[src/rtl/result_bcd_converter.sv]
// Signed binary to packed BCD converter for the calculator display.
// Iterative double-dabble, one magnitude bit per clock, start/done handshake.
module result_bcd_converter #(
    parameter int IN_W = 11
) (
    input  logic            clk,
    input  logic            rst,
    input  logic            start,
    input  logic [IN_W-1:0] value,
    output logic            busy,
    output logic            done,
    output logic [9:0]      bcd,
    output logic            negative,
    output logic            overflow
);

    // Enough digits for any IN_W-bit magnitude, so a thousands carry
    // can never fall off the top and fake an in-range result.
    localparam int ND = (IN_W + 2) / 3;
    localparam int SW = 4 * ND;
    localparam int CW = $clog2(IN_W + 1);

    localparam logic [SW-1:0] LIMIT = SW'(12'h399);
    localparam logic [CW-1:0] LAST  = CW'(IN_W - 1);

    typedef enum logic [1:0] {
        S_IDLE,
        S_SHIFT,
        S_FINISH
    } state_t;

    state_t r_state;
    state_t w_state_nxt;

    logic [SW-1:0]   r_scratch;
    logic [IN_W-1:0] r_mag;
    logic [CW-1:0]   r_cnt;
    logic            r_sign;
    logic            r_busy;
    logic            r_done;
    logic [9:0]      r_bcd;
    logic            r_neg;
    logic            r_ovf;

    logic [SW-1:0]   w_scratch_nxt;
    logic [IN_W-1:0] w_mag_nxt;
    logic [CW-1:0]   w_cnt_nxt;
    logic            w_sign_nxt;
    logic            w_busy_nxt;
    logic            w_done_nxt;
    logic [9:0]      w_bcd_nxt;
    logic            w_neg_nxt;
    logic            w_ovf_nxt;

    logic [SW-1:0]   w_adj;
    logic [IN_W-1:0] w_abs;
    logic            w_ovf_det;

    // Magnitude of the incoming value; the most negative input maps to
    // 2^(IN_W-1) since the result is read as unsigned.
    always_comb begin
        w_abs = value[IN_W-1] ? (~value + 1'b1) : value;
    end

    // Add-3 correction on every digit that would exceed 9 after shifting.
    always_comb begin
        w_adj = r_scratch;
        for (int d = 0; d < ND; d++) begin
            if (r_scratch[4*d +: 4] >= 4'd5) begin
                w_adj[4*d +: 4] = r_scratch[4*d +: 4] + 4'd3;
            end
        end
    end

    // Range check on the finished BCD digits.
    always_comb begin
        w_ovf_det = (r_scratch > LIMIT);
    end

    // State register.
    always_ff @(posedge clk or posedge rst) begin
        if (rst) begin
            r_state <= S_IDLE;
        end else begin
            r_state <= w_state_nxt;
        end
    end

    // Next-state and next-datapath logic.
    always_comb begin
        w_state_nxt   = r_state;
        w_scratch_nxt = r_scratch;
        w_mag_nxt     = r_mag;
        w_cnt_nxt     = r_cnt;
        w_sign_nxt    = r_sign;
        w_done_nxt    = 1'b0;
        w_bcd_nxt     = r_bcd;
        w_neg_nxt     = r_neg;
        w_ovf_nxt     = r_ovf;
        unique case (r_state)
            S_IDLE: begin
                if (start) begin
                    w_sign_nxt    = value[IN_W-1];
                    w_mag_nxt     = w_abs;
                    w_scratch_nxt = '0;
                    w_cnt_nxt     = '0;
                    w_state_nxt   = S_SHIFT;
                end
            end
            S_SHIFT: begin
                w_scratch_nxt = {w_adj[SW-2:0], r_mag[IN_W-1]};
                w_mag_nxt     = {r_mag[IN_W-2:0], 1'b0};
                w_cnt_nxt     = r_cnt + 1'b1;
                if (r_cnt == LAST) begin
                    w_state_nxt = S_FINISH;
                end
            end
            S_FINISH: begin
                w_ovf_nxt   = w_ovf_det;
                w_bcd_nxt   = w_ovf_det ? 10'h000 : r_scratch[9:0];
                w_neg_nxt   = r_sign;
                w_done_nxt  = 1'b1;
                w_state_nxt = S_IDLE;
            end
            default: begin
                w_state_nxt = S_IDLE;
            end
        endcase
        w_busy_nxt = (w_state_nxt != S_IDLE);
    end

    // Datapath and registered outputs; reset aborts any conversion.
    always_ff @(posedge clk or posedge rst) begin
        if (rst) begin
            r_scratch <= '0;
            r_mag     <= '0;
            r_cnt     <= '0;
            r_sign    <= 1'b0;
            r_busy    <= 1'b0;
            r_done    <= 1'b0;
            r_bcd     <= 10'h000;
            r_neg     <= 1'b0;
            r_ovf     <= 1'b0;
        end else begin
            r_scratch <= w_scratch_nxt;
            r_mag     <= w_mag_nxt;
            r_cnt     <= w_cnt_nxt;
            r_sign    <= w_sign_nxt;
            r_busy    <= w_busy_nxt;
            r_done    <= w_done_nxt;
            r_bcd     <= w_bcd_nxt;
            r_neg     <= w_neg_nxt;
            r_ovf     <= w_ovf_nxt;
        end
    end

    assign busy     = r_busy;
    assign done     = r_done;
    assign bcd      = r_bcd;
    assign negative = r_neg;
    assign overflow = r_ovf;

endmodule

[config.mk]
export PLATFORM = sky130hd
export DESIGN_NAME = result_bcd_converter
export DESIGN_NICKNAME = d
export VERILOG_FILES = /design/src/rtl/result_bcd_converter.sv
export SDC_FILE = /design/constraint.sdc
export NUM_CORES = 1
export LEC_CHECK = 0
export BUFFER_PORTS_ARGS = -buffer_cell sky130_fd_sc_hd__buf_2
export CORE_ASPECT_RATIO = 0.6
export CORE_UTILIZATION = 40
export DETAILED_ROUTE_END_ITERATION = 7
export PLACE_DENSITY_LB_ADDON = 0.3
export SKIP_CTS_REPAIR_TIMING = 1
export SLEW_MARGIN = 20
export SYNTH_ARGS = -nofsm -noshare
export SYNTH_HDL_FRONTEND = slang
export SYNTH_SLANG_ARGS = --single-unit
[constraint.sdc]
create_clock -name clk -period 1.6 [get_ports clk]
set_input_delay 0.08 -clock clk [delete_from_list [all_inputs] [get_ports clk]]
set_output_delay 0.08 -clock clk [all_outputs]
set_load 0.05 [all_outputs]
==> qor.csv <==
stage,metric,value,unit
clocking,cts_sinks,48,
critical_path,cp.required,1.83,ns
sta,report.final.slew_viol_count,0,
grt,grt_pass1_vias,1844,
clocking,clkLatencyLatePin,0.30,ns
synthesis,ys_seq_area_share,48.41,%
finish,multi_input_area,1227,µm²
drt,finalWirelength,5.484,mm
synthesis,yosys_most_used_dff,dfrtp_1,
sta,rsz0062_at_grt,true,
critical_path,crit_buf_inv,0,
synthesis,ys_async_sr_fraction,100.0,%
floorplanning,die_w,103.7,µm
synthesis,synth_edf_count,0,
critical_path,cp_slowest_stage_delay,0.45,ns
place,hpwl,4.013,mm
drt,vias_per_cell,5.245,
critical_path,cp.arrival,1.75,ns
grt,grt_pass1_wl,9.466,mm
finish,layout_common_cells,"dfrtp_1 (44), buf_2 (27), buf_4 (20)",
synthesis,yosys_warnings,0,
drt,wl_per_cell,14.90,µm
floorplanning,die_h,63.01,µm
clocking,cts_tree,yes,
clocking,clk_pin_slew,0.09,ns
drt,num_vias,1930,
floorplanning,rows,21,
critical_path,cp_num_cells,5,
critical_path,r2r_cells,5,
grt,grt-ovfl-total,0,
sta,fin_crit,1.522,ns
sta,skew,0.008423,ns
power,power_leakage,1.379,nW
critical_path,crit_chain,ha_4 > and2_4 > a221oi_2 > o21a_2 > a22o_1,
power,clock_power_share,14.2,%
clocking,numCtsBuffers,5,
sta,hold_viol_final,0,
grt,grt_max_degree,49,
floorplanning,start_util,42.92,%
power,powerDensity,1800,nW/µm²
sta,fmax,657.1,MHz
critical_path,setup.worst_path.start_class,flop,
synthesis,synth-seq-cells,48,
finish,area_growth,22.19,%
power,vdd_ir_drop_max,1.107,mV
clocking,clock_tree.buffer_depth,2,
finish,drive_gt1_share,29.86,%
power,switching_share,40.05,%
clocking,root_buffer,clkbuf_8,
power,p_int,0.003272,W
run_status,status,"complete, no violations",
drt,drt-initial-drc-count,69,
place,dpl_cell_area,2828,µm²
synthesis,netlist_instances,241,
sta,holdWs,0.07714,ns
floorplanning,die_area,6532,µm²
place,place_congestion,0.7754,
drt,drtAntennaViolNets,0,
critical_path,worstPathMaxFanout,8,
synthesis,synth_area_per_cell,10.30,µm²
critical_path,crit_type,reg2reg,
finish,finalInstanceArea,3032,µm²
grt,grt.total_usage,18.40,%
critical_path,worstSetupEndpointType,flop,
drt,drtPass1Iterations,4,
floorplanning,coreArea,5781,µm²
min_path,hp-class,in2reg,
critical_path,critPathTopFamily,compound AO/OA/AOI/OAI gates,
power,p_switching,0.002186,W
finish,ff_latch_area,1206,µm²
sta,min_period_over_period,95.12,%
power,comb_power_share,48.4,%
sta,tightestPinTransition,0.6080,ns
finish,final_common_cell,dfrtp_1,
finish,fill_cells,551,
synthesis,synth.distinct_cells,49,
grt,grt_antenna_before_repair,0,
synthesis,syn-num-nets,267,
place,numPortBuffers,27,
flow_run,maxCapViolations,0,
sta,setup_viol,0,
critical_path,cp_slowest_cell,dfrtp_2,
critical_path,regToRegSetupSlack,0.08,ns
power,power_frac_seq,37.4,%
finish,antenna_cells,0,
finish,nNetsFinal,314,
drt,remaining_drc_errors,0,
min_path,hold_path_depth,3,
clocking,htree_levels,2,
synthesis,synth_area,2481,µm²
sta,slew-limit-headroom,59.47,%
floorplanning,ios,28,
## cells in the mapped netlist (3+ instances only)
master	count	area, µm²
a41oi_1	3	26.28
inv_1	16	60.06
o31ai_1	6	45.04
dfrtp_1	48	1201
buf_2	5	25.02
clkbuf_1	4	15.01
o21ai_0	5	25.02
a32o_1	6	60.06
a21oi_1	13	65.06
ha_1	12	150.1
nor2_1	6	22.52
a22o_1	7	61.31
o32ai_1	3	26.28
nand2_1	14	52.55
o21ai_1	19	95.09
xnor2_1	10	87.58
nand2b_1	7	43.79
xor2_1	3	26.28
a22oi_1	6	45.04
nand3_1	14	70.07
## per-stage QoR
stage / std cells / total power [W] / util, % / setup TNS [ns] / worst slack, ns
floorplan: 241 / 0.003667 / - / 0 / 0.07291
global placement: 358 / 0.004417 / 48.92 / 0 / 0.04536
detailed placement: 358 / 0.004491 / 48.92 / 0 / 0.02873
CTS: 365 / 0.005276 / 50.58 / 0 / 0.006472
global route: 368 / 0.005904 / 52.45 / -0.2586 / -0.05029
finish: 368 / 0.005458 / 52.45 / 0 / 0.07810
## sequential cells by signal, indices dropped and copies added, names as in the netlist
signal / cells
overflow: 1
bcd: 10
r_state: 2
r_scratch: 16
r_cnt: 4
busy: 1
r_mag: 11
r_sign: 1
done: 1
negative: 1
## logic make-up after synthesis
| logic type | Yosys count | share of synthesized area (%) |
|---|---|---|
| AO/OA/AOI/OAI | 78 | 21.48 |
| AND/OR/NAND/NOR | 57 | 12.56 |
| flip-flops | 48 | 48.41 |
| buffers and inverters | 29 | 5.144 |
| XOR/XNOR | 13 | 4.589 |
| adder cells (fa/ha/maj) | 12 | 6.051 |
| multiplexers | 4 | 1.765 |
## metal layers
| layer | track usage (%) | wire length (µm) |
|---|---|---|
| met1 | 29.03 | 3087 |
| met3 | 3.754 | 163 |
| met2 | 26.01 | 2208 |
| met4 | 2.679 | 24 |
| met5 | 0 | 0 |
## path summary, 6_finish.rpt
kind,from,to
setup / recovery,r_scratch[4]$_DFFE_PP0P_,bcd[3]$_DFFE_PP0P_
hold / removal,value[8],r_mag[8]$_DFFE_PP0P_
setup reg to reg,r_scratch[4]$_DFFE_PP0P_,bcd[3]$_DFFE_PP0P_
hold reg to reg,bcd[7]$_DFFE_PP0P_,bcd[7]$_DFFE_PP0P_
max in group asynchronous,rst,r_scratch[4]$_DFFE_PP0P_
min in group asynchronous,rst,done$_DFF_PP0_
## worst reg2reg max path: cells and delay by family, from the launching register on
family | cells | cell delay (ns)
AOI/OAI and AO/OA | 3 | 0.71
and+or+nand+nor | 1 | 0.13
DFF | 1 | 0.45
adders and majority gates | 1 | 0.18
## cell type report
cell class / instances / area share, %
multi-input cells: 164 / 40.49
flip-flops and latches: 48 / 39.79
repair buffers: 50 / 10.73
well taps: 80 / 3.302
clock buffers: 7 / 3.178
inverters: 19 / 2.518
## power groups by stage
stage	Clock, W	Sequential [W]	Combinational, W
floorplan	0	0.00215	0.00152
detailed placement	0	0.00203	0.00246
global placement	0	0.00202	0.00240
finish	0.000773	0.00204	0.00264
CTS	0.000790	0.00201	0.00248
global route	0.000845	0.00211	0.00295
(Power assumes the default switching activity.)
